**src/rtl/rob_commit.sv**
```systemverilog
// Eight-entry reorder buffer: allocation at the tail, CDB writeback by tag, and
// in-order retirement at the head with register write, store release or branch flush.
module rob_commit #(
  parameter int DEPTH  = 8,
  parameter int PTR_W  = 3,
  parameter int DATA_W = 16,
  parameter int REG_W  = 4
) (
  input  logic              clk1,
  input  logic              rst,
  input  logic              alloc_valid,
  input  logic [3:0]        alloc_func,
  input  logic [REG_W-1:0]  alloc_rd,
  output logic              alloc_ready,
  output logic [PTR_W-1:0]  alloc_tag,
  input  logic              cdb_valid,
  input  logic [PTR_W-1:0]  cdb_tag,
  input  logic [DATA_W-1:0] cdb_value,
  output logic              commit_valid,
  output logic [PTR_W-1:0]  commit_tag,
  output logic [REG_W-1:0]  commit_rd,
  output logic [DATA_W-1:0] commit_value,
  output logic              commit_regwe,
  output logic              commit_memwe,
  output logic              flush,
  output logic [3:0]        flush_target,
  output logic              rob_empty
);

  localparam logic [PTR_W:0]   CNT_FULL = (PTR_W+1)'(DEPTH);
  localparam logic [PTR_W:0]   CNT_ONE  = (PTR_W+1)'(1);
  localparam logic [PTR_W-1:0] PTR_ONE  = PTR_W'(1);

  localparam logic [3:0] FUNC_LAST_ALU = 4'b0100;
  localparam logic [3:0] FUNC_STORE    = 4'b0101;
  localparam logic [3:0] FUNC_BEQ      = 4'b0110;
  localparam logic [3:0] FUNC_BNEQ     = 4'b0111;

  logic [PTR_W-1:0]  head_reg, head_next;
  logic [PTR_W-1:0]  tail_reg, tail_next;
  logic [PTR_W:0]    count_reg, count_next;

  logic [DEPTH-1:0]  valid_vec;
  logic [DEPTH-1:0]  ready_vec;
  logic [3:0]        func_arr  [DEPTH];
  logic [REG_W-1:0]  rd_arr    [DEPTH];
  logic [DATA_W-1:0] value_arr [DEPTH];

  logic              do_alloc;
  logic              do_cdb;
  logic              do_commit;
  logic              do_flush;
  logic [3:0]        head_func;
  logic [REG_W-1:0]  head_rd;
  logic [DATA_W-1:0] head_value;
  logic              head_is_branch;

  logic              commit_valid_reg;
  logic [PTR_W-1:0]  commit_tag_reg;
  logic [REG_W-1:0]  commit_rd_reg;
  logic [DATA_W-1:0] commit_value_reg;
  logic              commit_regwe_reg;
  logic              commit_memwe_reg;
  logic              flush_reg;
  logic [3:0]        flush_target_reg;

  // Admission is based purely on the registered count, so a retire in the
  // same cycle never frees a slot for a simultaneous request.
  assign alloc_ready = (count_reg < CNT_FULL);
  assign alloc_tag   = tail_reg;
  assign rob_empty   = (count_reg == '0);

  always_comb begin
    head_func      = func_arr[head_reg];
    head_rd        = rd_arr[head_reg];
    head_value     = value_arr[head_reg];
    head_is_branch = (head_func == FUNC_BEQ) || (head_func == FUNC_BNEQ);
    do_alloc       = alloc_valid && alloc_ready;
    do_commit      = valid_vec[head_reg] && ready_vec[head_reg];
    do_flush       = do_commit && head_is_branch && head_value[0];
    do_cdb         = cdb_valid && valid_vec[cdb_tag] && !ready_vec[cdb_tag];
  end

  always_comb begin
    head_next  = head_reg;
    tail_next  = tail_reg;
    count_next = count_reg;
    if (do_flush) begin
      head_next  = '0;
      tail_next  = '0;
      count_next = '0;
    end else begin
      if (do_alloc)  tail_next = tail_reg + PTR_ONE;
      if (do_commit) head_next = head_reg + PTR_ONE;
      case ({do_alloc, do_commit})
        2'b10:   count_next = count_reg + CNT_ONE;
        2'b01:   count_next = count_reg - CNT_ONE;
        default: count_next = count_reg;
      endcase
    end
  end

  always_ff @(posedge clk1 or posedge rst) begin
    if (rst) begin
      head_reg  <= '0;
      tail_reg  <= '0;
      count_reg <= '0;
    end else begin
      head_reg  <= head_next;
      tail_reg  <= tail_next;
      count_reg <= count_next;
    end
  end

  // Each entry owns its own state; a taken branch at the head wipes them all.
  generate
    for (genvar gi = 0; gi < DEPTH; gi++) begin : g_entry
      logic              valid_reg;
      logic              ready_reg;
      logic [3:0]        func_reg;
      logic [REG_W-1:0]  rd_reg;
      logic [DATA_W-1:0] value_reg;
      logic              alloc_hit;
      logic              cdb_hit;
      logic              commit_hit;

      assign alloc_hit  = do_alloc  && (tail_reg == PTR_W'(gi));
      assign cdb_hit    = do_cdb    && (cdb_tag  == PTR_W'(gi));
      assign commit_hit = do_commit && (head_reg == PTR_W'(gi));

      always_ff @(posedge clk1 or posedge rst) begin
        if (rst) begin
          valid_reg <= 1'b0;
          ready_reg <= 1'b0;
          func_reg  <= '0;
          rd_reg    <= '0;
          value_reg <= '0;
        end else if (do_flush) begin
          valid_reg <= 1'b0;
          ready_reg <= 1'b0;
        end else if (alloc_hit) begin
          valid_reg <= 1'b1;
          ready_reg <= 1'b0;
          func_reg  <= alloc_func;
          rd_reg    <= alloc_rd;
        end else if (cdb_hit) begin
          ready_reg <= 1'b1;
          value_reg <= cdb_value;
        end else if (commit_hit) begin
          valid_reg <= 1'b0;
          ready_reg <= 1'b0;
        end
      end

      assign valid_vec[gi] = valid_reg;
      assign ready_vec[gi] = ready_reg;
      assign func_arr[gi]  = func_reg;
      assign rd_arr[gi]    = rd_reg;
      assign value_arr[gi] = value_reg;
    end
  endgenerate

  // Strobes pulse for one cycle; data fields hold the last retired entry.
  always_ff @(posedge clk1 or posedge rst) begin
    if (rst) begin
      commit_valid_reg <= 1'b0;
      commit_tag_reg   <= '0;
      commit_rd_reg    <= '0;
      commit_value_reg <= '0;
      commit_regwe_reg <= 1'b0;
      commit_memwe_reg <= 1'b0;
      flush_reg        <= 1'b0;
      flush_target_reg <= '0;
    end else begin
      commit_valid_reg <= do_commit;
      commit_regwe_reg <= do_commit && (head_func <= FUNC_LAST_ALU);
      commit_memwe_reg <= do_commit && (head_func == FUNC_STORE);
      flush_reg        <= do_flush;
      if (do_commit) begin
        commit_tag_reg   <= head_reg;
        commit_rd_reg    <= head_rd;
        commit_value_reg <= head_value;
      end
      if (do_flush) flush_target_reg <= 4'(head_rd);
    end
  end

  assign commit_valid = commit_valid_reg;
  assign commit_tag   = commit_tag_reg;
  assign commit_rd    = commit_rd_reg;
  assign commit_value = commit_value_reg;
  assign commit_regwe = commit_regwe_reg;
  assign commit_memwe = commit_memwe_reg;
  assign flush        = flush_reg;
  assign flush_target = flush_target_reg;

endmodule

```
**config.mk**
```make
export PLATFORM = sky130hd
export DESIGN_NAME = rob_commit
export DESIGN_NICKNAME = d
export VERILOG_FILES = /design/src/rtl/rob_commit.sv
export SDC_FILE = /design/constraint.sdc
export NUM_CORES = 1
export LEC_CHECK = 0
export ABC_AREA = 1
export CORE_MARGIN = 2
export CORE_UTILIZATION = 45
export DETAILED_ROUTE_END_ITERATION = 10
export PLACE_DENSITY_LB_ADDON = 0.2
export SYNTH_ARGS = -nofsm -noshare
export SYNTH_HDL_FRONTEND = slang
export SYNTH_SLANG_ARGS = --single-unit
export TNS_END_PERCENT = 20
```
**constraint.sdc**
```tcl
create_clock -name clk1 -period 11.3 [get_ports clk1]
set_input_delay 2.26 -clock clk1 [delete_from_list [all_inputs] [get_ports clk1]]
set_output_delay 2.26 -clock clk1 [all_outputs]
set_load 0.02 [all_outputs]
```
==> results of run 1 <==
## power by group
part	total (mW)	leakage [nW]	internal [mW]	switching [mW]
Sequential	1.53	3.15	1.29	0.241
Combinational	1.48	2.52	0.556	0.926
Clock	0.936	0.481	0.567	0.369
Total	3.95	6.15	2.41	1.54
## layout by cell type (no fill, tap or decap), types with 12 or more instances in the layout
cell type,count
clkdlybuf4s50_1,66
inv_1,69
o21ai_0,221
a31oi_1,23
dfrtp_1,248
buf_4,12
nand2_1,359
o21ai_1,66
ha_1,14
nor2_1,130
o22ai_1,39
nand3_1,58
clkbuf_16,28
## worst min-delay path, stage by stage, from the launching register on
cell	delay, ns
dfrtp_1	0.33
nand2_1	0.05
o21ai_0	0.06
## metal layers
layer,routed length (um),vias up,track usage [%],share of wire [%]
li1,-,4542,-,-
met1,13100,4505,30.9,45
met2,14000,200,37.7,48
met3,1390,34,2.75,4.8
met4,562,0,4.91,1.9
met5,0,-,0,0
## worst min path at each step
stage | cells after the start | to | from | slack [ns]
floorplan | 2 | g_entry[3].value_reg[0] | g_entry[3].value_reg[0] | 0.45
global placement | 2 | g_entry[1].value_reg[13] | g_entry[1].value_reg[13] | 0.46
detailed placement | 2 | g_entry[2].value_reg[11] | g_entry[2].value_reg[11] | 0.47
CTS | 2 | g_entry[2].value_reg[11] | g_entry[2].value_reg[11] | 0.48
global route | 2 | g_entry[2].value_reg[12] | g_entry[2].value_reg[12] | 0.49
finish | 2 | g_entry[2].value_reg[1] | g_entry[2].value_reg[1] | 0.48
## stage by stage
stage               util, %  cells
floorplan                 -   1357
global placement       48.6   1685
detailed placement     48.6   1685
CTS                    52.5   1735
global route           52.5   1735
finish                 52.5   1735
## area by class of cell
cell class	count	area, um^2	area share [%]
Tap cell	330	413	3.15
Multi-Input combinational cell	954	4460	34.0
Clock buffer	36	801	6.11
Timing Repair Buffer	78	751	5.73
Clock inverter	14	163	1.24
Sequential cell	249	6230	47.5
Inverter	74	285	2.18
## logic make-up (layout without fill, tap and decap cells)
group	count (synthesis)	in the layout	share of synthesized area, %
AO/OA/AOI/OAI	360	360	16.7
XOR/XNOR	2	2	0.154
adder cells (fa/ha/maj)	15	15	1.72
buffers and inverters	154	202	5.83
flip-flops	249	249	54.9
AND/OR/NAND/NOR	577	577	20.7
==> results by group, run 1 <==
Run status
  – Status: complete, no violations

Logic synthesis
  – Most area-consuming cells after synthesis: dfrtp_1, nand2_1, o21ai_0
  – Dominant synthesized flop cell: dfrtp_1
  – Synth cell count leaders: nand2_1, dfrtp_1, o21ai_0
  – Post-synth EDFFs: 0
  – Async set-reset flop share out of synthesis: 100%
  – Sequential area share after synthesis: 54.9%
  – Synth area leader: dfrtp_1
  – Synth Cell Area: 11400 um^2
  – Ys Warns: 0
  – Share of the synthesized area in the top cell type: 54.9%
  – Synth Net Count: 1403
  – Syn avg cell area: 8.37 um^2
  – Yosys reg bits: 249
  – Top-count cell post-synth: nand2_1
  – Yosys cell types: 29
  – Post-Synthesis Cells: 1357

STA
  – Setup Total Neg Slack: 0 ns
  – Slew @ Worst Pin: 1.20 ns
  – Setup ws final: 6.14 ns
  – Fin crit period: 5.16 ns
  – RSZ-0062 raised after global routing: no
  – Final Hold Fails: 0
  – Final setup viols: 0
  – Final period utilization: 45.7%
  – Max Transition Viols Final: 0
  – F_max: 194 MHz
  – Max_slew headroom: 19.7%
  – Clk_skew: 0.0196 ns
  – Worst Hold Slack: 0.478 ns

Setup path
  – Critical Path, Cell by Cell: inv_2 > buf_4 > nand3_1 > nand3_1 > nand3_1 > nand2_2 > buf_4 > inv_2 > nor2_2 > nand2_4 > nand3b_1 > o21ai_0
  – CP max FO: 74
  – Slowest CP cell: nand3b_1
  – CP startpoint: head_reg[0]
  – Max incr delay on CP: 1.00 ns
  – Cell mode on critical path: nand3_1
  – Startpoint Class: flip-flop
  – CP Capture Type: flip-flop
  – R2r startpoint: head_reg[0]
  – Cell family with most CP delay: buffers and inverters
  – WP data required: 11.67 ns
  – End of the critical path: g_entry[1].value_reg[11]
  – Worst R2R Setup Slack: 6.14 ns
  – Register-to-Register Path Depth: 12
  – Critical path depth in cells: 12
  – CP Buf/Inv Count: 4
  – RR Endpoint: g_entry[1].value_reg[11]
  – Worst Path Arrival: 5.53 ns
  – Kind of critical path: flip-flop to flip-flop

Cells and area
  – Filler instances: 2371
  – Antenna fix cells: 0
  – Layout area overhead: 15.5%
  – Final instance area: 13100 um^2
  – Max FFs per register: 128
  – Nets: 1431
  – Share of layout cells above drive strength 1: 5.77%

Placement
  – Routability Congestion: 0.909
  – Dpl cell area: 12100 um^2
  – PortBufs: 66
  – Final HPWL DP: 16.8 mm
  – Pre-CTS setup slack: 5.90 ns

GRT
  – Initial antenna violation count: 0
  – Global-route wire length before repair: 47.4 mm
  – Vias in the first global route: 8934
  – Largest net degree at the start of global routing: 118
  – Gr usage total: 22.3%
  – Total gr overflow: 0

Clock tree
  – Clk buf depth: 3
  – CTS Root Cell: clkbuf_16
  – Post-CTS setup buffer count: 0
  – Clk pin slew, worst setup/hold paths: 0.06 ns
  – CTS H-tree depth: 1
  – CTS tree: built
  – # hold bufs at CTS: 0
  – CTS Sinks: 249
  – Clock buffer count from CTS: 28
  – Post-CTS Resized: 0
  – Insertion delay to the later sink of the worst-skew pair: 0.55 ns

Die
  – Std-Cell Rows: 58
  – Die Span X: 163 um
  – Core box area: 25000 um^2
  – Die Y: 163 um
  – # IOs: 67
  – Initial core utilization: 45.5%
  – Die Area: 26500 um^2

Routing
  – Routed WL: 29.0 mm
  – Antenna violation net count after detailed routing: 0
  – Initial drt markers: 812
  – Residual DRC: 0
  – Drt pass-1 iters: 5
  – DR WL/cell: 16.7 um
  – Total number of vias: 9281
  – Vias per cell: 5.35

Power and ir drop
  – Peak VDD IR: 0.000146 V
  – Leakage: 6.15 nW
  – P per Cell Area: 301 nW/um^2
  – Total power: 3.95 mW

Flow run
  – Max Cap Viol: 0

Hold path
  – HP Class: flip-flop to flip-flop
(Power assumes the default switching activity.)
==> run 2: changes to the inputs <==
- clock period: 11.3 -> 4.4 ns (I/O delays scaled with it)
==> run 2 against run 1 <==
  * Clock power grew 150%
  * Worst setup slack lost 4.8 ns
  * Critical path depth unchanged
  * Register-to-register slack got worse by 4.8 ns
  * Global-route usage increased by 0.70 points
  * Hold slack improved by 0.0021 ns
  * Count of clock-buffer cells in the layout up 3
  * Critical endpoint is now g_entry[3].valid_reg
  * Final area is 0.50% higher
  * Clock skew decreased by 0.0047 ns
==> results by group, run 2 (same netlist as run 1, synthesis figures left out) <==
STA
  – Fin crit period: 3.11 ns
  – Final Hold Fails: 0
  – Final period utilization: 70.7%
  – F_max: 321 MHz
  – Setup Total Neg Slack: 0 ns
  – Worst Hold Slack: 0.480 ns
  – Max_slew headroom: 37.2%
  – Clk_skew: 0.0148 ns
  – Max Transition Viols Final: 0
  – RSZ-0062 raised after global routing: no
  – Slew @ Worst Pin: 0.942 ns
  – Final setup viols: 0

Routing
  – Residual DRC: 0
  – Vias per cell: 5.38
  – Routed WL: 29.7 mm
  – DR WL/cell: 17.0 um
  – Initial drt markers: 815
  – Total number of vias: 9388
  – Drt pass-1 iters: 5
  – Antenna violation net count after detailed routing: 0

Hold path
  – HP Class: flip-flop to flip-flop

Clock tree
  – CTS H-tree depth: 1
  – # hold bufs at CTS: 0
  – CTS Root Cell: clkbuf_16
  – Clk pin slew, worst setup/hold paths: 0.06 ns
  – Clock buffer count from CTS: 27
  – CTS Sinks: 249
  – Post-CTS setup buffer count: 0
  – Insertion delay to the later sink of the worst-skew pair: 0.55 ns
  – Clk buf depth: 3
  – CTS tree: built
  – Post-CTS Resized: 0

Cells and area
  – Max FFs per register: 128
  – Core Util, Final: 52.8%
  – Antenna fix cells: 0
  – Layout area overhead: 16.0%
  – Final instance area: 13200 um^2
  – Most frequent cells in the layout: nand2_1, dfrtp_1, o21ai_0
  – Share of layout cells above drive strength 1: 6.00%
  – Most common cell after layout, fill and taps aside: nand2_1
  – Nets: 1442

Placement
  – Dpl cell area: 12300 um^2
  – Final HPWL DP: 17.7 mm
  – Routability Congestion: 0.897
  – PortBufs: 66

Die
  – Die Y: 163 um
  – Initial core utilization: 45.5%
  – Core box area: 25000 um^2
  – Die Span X: 163 um
  – # IOs: 67
  – Die Area: 26500 um^2
  – Std-Cell Rows: 58

Power and ir drop
  – Internal Power: 6.15 mW
  – P per Cell Area: 769 nW/um^2
  – Peak VDD IR: 0.000458 V
  – Total power: 10.1 mW
  – Flop pwr share: 38.4%
  – Leakage: 6.18 nW
  – Clock power frac: 22.9%
  – Comb power frac: 38.6%
  – Sw frac: 39.3%
  – Switch Pwr: 3.99 mW

Setup path
  – Worst Path Arrival: 3.54 ns
  – End of the critical path: g_entry[3].valid_reg
  – Worst R2R Setup Slack: 1.29 ns
  – WP data required: 4.83 ns
  – RR Endpoint: g_entry[3].valid_reg
  – CP max FO: 48
  – CP Capture Type: flip-flop
  – Register-to-Register Path Depth: 12
  – Kind of critical path: flip-flop to flip-flop
  – Max incr delay on CP: 0.48 ns
  – Startpoint Class: flip-flop
  – Cell mode on critical path: nand3_1
  – Slowest CP cell: buf_4
  – R2r startpoint: head_reg[0]
  – Critical Path, Cell by Cell: buf_4 > nand3_1 > nand3_1 > nand3_1 > nand2_2 > buf_4 > nand3_1 > nor2_2 > buf_4 > nor2_1 > o211ai_1 > nand2_1
  – CP startpoint: head_reg[0]

GRT
  – Largest net degree at the start of global routing: 171
  – Initial antenna violation count: 0
  – Vias in the first global route: 9096
  – Total gr overflow: 0
  – Gr usage total: 23.0%
  – Global-route wire length before repair: 48.7 mm

Flow run
  – Max Cap Viol: 0

Run status
  – Status: complete, no violations
==> run 2: cell types whose count changed in the layout (fill, tap and decap cells not counted), moves of 3 or more <==
cell | before | now
buf_12 | 0 | 3
buf_4 | 12 | 21
clkbuf_1 | 1 | 8
clkbuf_8 | 7 | 4
clkinv_2 | 8 | 5
==> run 2: power by group through the flow <==
stage | Combinational (mW) | Sequential, mW | Clock [mW]
2_1_floorplan | 2.63 | 3.95 | 0
3_3_place_gp | 3.84 | 3.90 | 0
3_5_place_dp | 3.91 | 3.92 | 0
4_1_cts | 3.93 | 3.89 | 2.36
5_1_grt | 4.50 | 4.02 | 2.45
6_report | 3.92 | 3.90 | 2.32
==> run 2: final cells by class <==
class / count / area (um^2)
Tap cell: 330 / 413
Fill cell: 2413 / 11800
Sequential cell: 249 / 6230
Inverter: 74 / 282
Clock buffer: 39 / 761
Timing Repair Buffer: 90 / 878
Clock inverter: 10 / 144
Multi-Input combinational cell: 954 / 4460
==> run 2: worst min path at each step <==
stage / startpoint / end / slack (ns) / depth (start not counted)
after floorplan: g_entry[3].value_reg[0] / g_entry[3].value_reg[0] / 0.45 / 2
after global placement: g_entry[1].value_reg[5] / g_entry[1].value_reg[5] / 0.46 / 2
after detailed placement: g_entry[3].value_reg[0] / g_entry[3].value_reg[0] / 0.47 / 2
after CTS: g_entry[1].value_reg[14] / g_entry[1].value_reg[14] / 0.48 / 2
after global routing: g_entry[3].value_reg[13] / g_entry[3].value_reg[13] / 0.50 / 2
final: g_entry[6].value_reg[9] / g_entry[6].value_reg[9] / 0.48 / 2
==> run 2: per-stage QoR <==
stage                     setup WS (ns)  std cells
final                              1.29       1746
after global routing               1.01       1746
after CTS                          1.25       1746
after detailed placement           1.07       1697
after global placement             1.10       1697
after floorplan                   0.246       1357
==> run 2: per-layer routing <==
layer,part of all wire (%),global-route usage (%),vias to the layer above
li1,-,-,4575
met1,46,32.2,4511
met2,47,37.6,262
met3,5.0,3.74,40
met4,2.1,5.51,0
met5,0,0,-
==> run 2: critical path: cells and delay by family (launching register included) <==
| family | cells | cell delay, ns |
|---|---|---|
| DFF | 1 | 0.38 |
| AOI/OAI and AO/OA | 1 | 0.08 |
| buffers and inverters | 3 | 1.12 |
| and+or+nand+nor | 8 | 1.39 |
==> variant 1 (config.mk and constraints of run 1) <==
`PTR_W`: 3 -> 4.
--- a/src/rtl/rob_commit.sv
+++ b/src/rtl/rob_commit.sv
@@ -2,7 +2,7 @@
 // in-order retirement at the head with register write, store release or branch flush.
 module rob_commit #(
   parameter int DEPTH  = 8,
-  parameter int PTR_W  = 3,
+  parameter int PTR_W  = 4,
   parameter int DATA_W = 16,
   parameter int REG_W  = 4
 ) (
Ports: changed (resized alloc_tag, cdb_tag and commit_tag); port bits go from 67 to 70. No check against the original RTL was run, so the function may have changed too.
==> variant 1 against run 1 <==
- global-route usage shrank 0.32 points
- cell area up 1.3%
- sequential share of layout area increased by 0.15 points
- die area rose by 3.8%
- wire length increased by 3.5%
- register-to-register slack improved by 0.70 ns
- utilization down 1.3 points
- sequential cell count up 4
- setup slack improved by 0.67 ns
- synthesized area rose by 3.9%
- critical path type is now input pin to async pin
- critical endpoint is now head_reg[0]
- highest routed layer unchanged
Power is not compared: it rests on default switching activity, and its combinational part moved more than twofold at a synthesized area within 25%.
==> variant 1: results (changes against run 1) <==
- Setup bufs post-CTS: 0 (unchanged)
- FF-to-FF Start: head_reg[0]
- Post-synthesis sequential area ratio: 0.537 (-0.0119)
- Vias/cell: 5.37 (+0.33%)
- Post-CTS sizing: 0 (unchanged)
- N_diodes: 0 (unchanged)
- Largest stage delay, worst path: 0.80 ns (-0.20 ns)
- Worst Hold Launch: commit_tag[2]
- Post-synth ARST share: 1.00 (unchanged)
- CP top delay family: buffers and inverters
- HPWL Detailed: 17000 um (+1.1%)
- Vias in the first global route: 8800 (-1.5%)
- Synth area leaders: dfrtp_1, nand2_1, o21ai_1
- Syn Nets: 1419 (+1.1%)
- Root Buffer Master: clkbuf_16
- Pre-CTS WS: 6.14 ns (+0.238 ns)
- Leak pwr: 6.15 nW
- DRT Pass-1 Iters: 5 (unchanged)
- Synth top cells by count: nand2_1, dfrtp_1, o21ai_1
- Power Internal: 1.43 mW
- Synthesis Warnings: 0 (unchanged)
- Peak supply drop: 0.0000816 V
- Count leader, synth: nand2_1
- First-pass GRT wire length: 48700 um (+2.9%)
- Total Routed Length: 30000 um (+3.5%)
- Worst-Margin Slew: 1.12 ns (-0.0797 ns)
- Most used cell, CP: buf_4
- Outcome: finished clean
- Largest net degree at the start of global routing: 136 (+15%)
- Share of cells above drive strength 1: 0.0598 (+0.00217)
- H-tree depth: 1 (unchanged)
- Overflow after GRT: 0 (unchanged)
- Clock buffer count from CTS: 28 (unchanged)
- Total Routing Usage GR: 0.219 (-0.00323)
- Port Buf Inserts: 69 (+4.5%)
- Placed Area: 12400 sq um (+2.0%)
- Clock tree buffer depth: 3 (unchanged)
- Worst EP arrival: 5.08 ns (-0.45 ns)
- Skew-Pair Late Insertion Delay: 0.55 ns (about the same)
- 1st-iter DRT viols: 959 (+18%)
- Slowest-stage cell, CP: buf_4
- GP Congestion: 0.843 (-7.2%)
- Crit-path max FO: 135 (+82%)
- Hold/Removal Path Class: flop to flop
- Clock skew: 0.0194 ns (-0.000217 ns)
- Initial antenna violation count: 0 (unchanged)
- Max FFs per register: 128 (unchanged)
- Crit path launch: rst
- Fill count: 2433 (+2.6%)
- Ys flop type: dfrtp_1
- Synth unique cells: 35 (+21%)
- CTS clock-pin slew for the worst setup and hold paths: roughly 0.070 ns
-- variant 1: changes by cell type in the layout (fill, tap and decap cells not counted), moves of 5 or more --
| cell | delta |
|---|---|
| a21oi_1 | +27 |
| a31oi_1 | -18 |
| buf_4 | -6 |
| clkbuf_1 | +9 |
| clkinv_2 | -5 |
| inv_1 | +13 |
| nand2_4 | +7 |
| nand3_1 | +9 |
| nor2_1 | -34 |
| o21ai_0 | -104 |
| o21ai_1 | +109 |
| o21ai_2 | +5 |
| o221ai_1 | +14 |
| o22ai_1 | -13 |
-- variant 1: path summary, 6_finish.rpt --
check	slack, ns	end	cells past startpoint
min in group asynchronous	2.34	g_entry[3].func_reg[0]	2
max	6.81	head_reg[0]	4
max reg2reg	6.84	g_entry[0].ready_reg	11
min	0.47	commit_tag[2]	2
min reg2reg	0.47	commit_tag[2]	2
max in group clk1	6.84	g_entry[0].ready_reg	11
-- variant 1: layout make-up --
| class | instances | area [sq um] | area share |
|---|---|---|---|
| Timing Repair Buffer | 75 | 736 | 0.0554 |
| Sequential cell | 253 | 6330 | 0.477 |
| Clock buffer | 46 | 848 | 0.0639 |
| Multi-Input combinational cell | 952 | 4550 | 0.343 |
| Tap cell | 335 | 419 | 0.0316 |
| Clock inverter | 6 | 47.5 | 0.00358 |
| Inverter | 89 | 347 | 0.0261 |
-- variant 1: metrics by stage --
step | std cells | hold slack [ns]
floorplan | 1375 | 0.450
global placement | 1704 | 0.460
detailed placement | 1704 | 0.459
CTS | 1756 | 0.475
global route | 1756 | 0.504
finish | 1756 | 0.470
-- variant 1: kinds of logic (layout without fill, tap and decap cells) --
| kind of cell | count (synthesis) | count (layout) | synth area share |
|---|---|---|---|
| buf+inv | 170 | 216 | 0.0774 |
| compound gates | 376 | 376 | 0.169 |
| simple gates | 560 | 560 | 0.200 |
| fa+ha+maj | 12 | 12 | 0.0134 |
| flops | 253 | 253 | 0.537 |
| xor+xnor | 4 | 4 | 0.00297 |
-- variant 1: layer usage --
| metal | vias to the layer above | part of all wire | global-route usage |
|---|---|---|---|
| met5 | - | 0 | 0 |
| met4 | 0 | 0.021 | 0.0620 |
| met3 | 40 | 0.058 | 0.0281 |
| met2 | 279 | 0.42 | 0.327 |
| met1 | 4500 | 0.50 | 0.338 |
| li1 | 4605 | - | - |
-- variant 1: power groups by stage --
| stage | Combinational (mW) | Sequential [mW] | Clock (mW) |
|---|---|---|---|
| floorplan | 0.0241 | 0.923 | 0 |
| global route | 0.0514 | 0.905 | 0.935 |
| detailed placement | 0.0462 | 0.923 | 0 |
| finish | 0.0448 | 0.906 | 0.879 |
| CTS | 0.0463 | 0.906 | 0.897 |
| global placement | 0.0464 | 0.923 | 0 |
==> variant 2 (settings of run 1) <==
Without the edit above. Make the reset (`rst`) synchronous in 3 clocked blocks.
--- a/src/rtl/rob_commit.sv
+++ b/src/rtl/rob_commit.sv
@@ -100,7 +100,7 @@
     end
   end
 
-  always_ff @(posedge clk1 or posedge rst) begin
+  always_ff @(posedge clk1) begin
     if (rst) begin
       head_reg  <= '0;
       tail_reg  <= '0;
@@ -128,7 +128,7 @@
       assign cdb_hit    = do_cdb    && (cdb_tag  == PTR_W'(gi));
       assign commit_hit = do_commit && (head_reg == PTR_W'(gi));
 
-      always_ff @(posedge clk1 or posedge rst) begin
+      always_ff @(posedge clk1) begin
         if (rst) begin
           valid_reg <= 1'b0;
           ready_reg <= 1'b0;
@@ -161,7 +161,7 @@
   endgenerate
 
   // Strobes pulse for one cycle; data fields hold the last retired entry.
-  always_ff @(posedge clk1 or posedge rst) begin
+  always_ff @(posedge clk1) begin
     if (rst) begin
       commit_valid_reg <= 1'b0;
       commit_tag_reg   <= '0;
Formal check against the unedited RTL: differs if rst is asserted again (counterexample within 4 cycles, from zero or initial values and one cycle with rst high); with rst held inactive, the same outputs for 4 cycles.
==> variant 2 against run 1 <==
- synthesized area is 9.5% higher
- via count up 26%
- cell area increased by 6.8%
- setup slack better by 0.51 ns
- wire length is 22% higher
- non-clock buffer count is 2 lower
- maximum frequency grew 11%
- sequential cell count stayed put
- largest cell class is now multi-input gates
- count of clock-buffer cells in the layout up 6
- highest routed layer unchanged
Power is not compared: it rests on default switching activity, and its combinational part moved more than twofold at a synthesized area within 25%.
==> variant 2: results (changes against run 1) <==
- Total Routed Length: 35300 um (+22%)
- Placed Area: 13000 sq um (+7.1%)
- FF-to-FF Start: head_reg[0]
- Fin nets: 1917 (+34%)
- Crit-path max FO: 16 (-78%)
- Fill count: 2702 (+14%)
- Worst rel slew slack: 0.248 (+0.0508)
- Largest net degree at the start of global routing: 144 (+22%)
- Syn Area/Cell: 6.64 sq um (-21%)
- Vias in the first global route: 10.7k (+20%)
- HPWL Detailed: 21600 um (+28%)
- Total Routing Usage GR: 0.244 (+0.0213)
- First-pass GRT wire length: 57200 um (+21%)
- 1st-iter DRT viols: 910 (+12%)
- Post-synthesis sequential area ratio: 0.401 (-0.148)
- Vias/cell: 5.23 (-2.2%)
- Clock buffer count from CTS: 28 (unchanged)
- Synth area leaders: dfxtp_1, nor2_1, nand2_1
- Synth top cells by count: nor2_1, nand2_1, dfxtp_1
- Share of cells above drive strength 1: 0.0613 (+0.00366)
- Clock skew: 0.0206 ns (+0.00105 ns)
- Worst Hold Launch: flush_target[1]
- Slowest-stage cell, CP: nor2_1
- Largest stage delay, worst path: 0.86 ns (-0.14 ns)
- Outcome: finished clean
- Post-synth ARST share: 0 (-1.00)
- Leak pwr: 5.91 nW
- Ys flop type: dfxtp_1
- Synth unique cells: 36 (+24%)
- Power Internal: roughly 1.5 mW
- GP Congestion: 0.893 (-1.7%)
- Finished Layout Cells: 2233 (+29%)
- Crit path launch: cdb_tag[0]
- Post-synth EDFFs: 0 (unchanged)
- R2R Setup Slk: 6.70 ns (+0.56 ns)
## variant 2: cell types whose count changed in the layout (fill, tap and decap cells not counted), sizes merged, moves of 63 or more
cell          run 1  this run
o21ai           287       197
dfxtp             0       249
a21oi             5        68
inv              74       201
dfrtp           249         0
nand4             4        69
nor2            134       416
## variant 2: critical path: cells and delay by family
family | cells | cell delay [ns]
buffers and inverters | 1 | 0.65
and+or+nand+nor | 9 | 2.11
AOI/OAI and AO/OA | 1 | 0.08
## variant 2: power groups by stage
| stage | Combinational (mW) | Sequential, mW | Clock (mW) |
|---|---|---|---|
| after floorplan | 0.0654 | 0.912 | 0 |
| after global placement | 0.0990 | 0.912 | 0 |
| after detailed placement | 0.100 | 0.913 | 0 |
| after CTS | 0.101 | 0.893 | 0.974 |
| after global routing | 0.113 | 0.894 | 1.01 |
| final | 0.101 | 0.893 | 0.963 |
## variant 2: worst paths after layout
path / to / cells after the start
setup / recovery: g_entry[3].value_reg[6] / 11
hold / removal: flush_target[1] / 2
setup reg to reg: flush_target[3] / 13
hold reg to reg: flush_target[1] / 2
## variant 2: area by class of cell
class | count | area share
multi-input cells | 1310 | 0.434
flip-flops and latches | 249 | 0.357
clock buffers | 42 | 0.0610
inverters | 206 | 0.0558
repair buffers | 76 | 0.0526
well taps | 341 | 0.0305
clock inverters | 9 | 0.00939
## variant 2: cell families (layout without fill, tap and decap cells)
kind of cell	Yosys count	in the layout	synth area share
AO/OA/AOI/OAI	298	298	0.125
buffers and inverters	314	333	0.110
AND/OR/NAND/NOR	993	993	0.346
adder cells (fa/ha/maj)	15	15	0.0151
flip-flops	249	249	0.401
XOR/XNOR	4	4	0.00282
## variant 2: metrics by stage
step	setup slack, ns	power [mW]	util	hold slack [ns]
global placement	6.16	1.01	0.481	0.440
floorplan	7.56	0.977	-	0.449
CTS	6.64	1.97	0.518	0.452
global route	6.23	2.02	0.518	0.486
finish	6.65	1.96	0.518	0.448
detailed placement	6.06	1.01	0.481	0.439
## variant 2: metal layers
metal,wire length [um],track usage
met5,0,0
met4,819,0.0621
met3,1840,0.0360
met2,16200,0.409
met1,16400,0.330
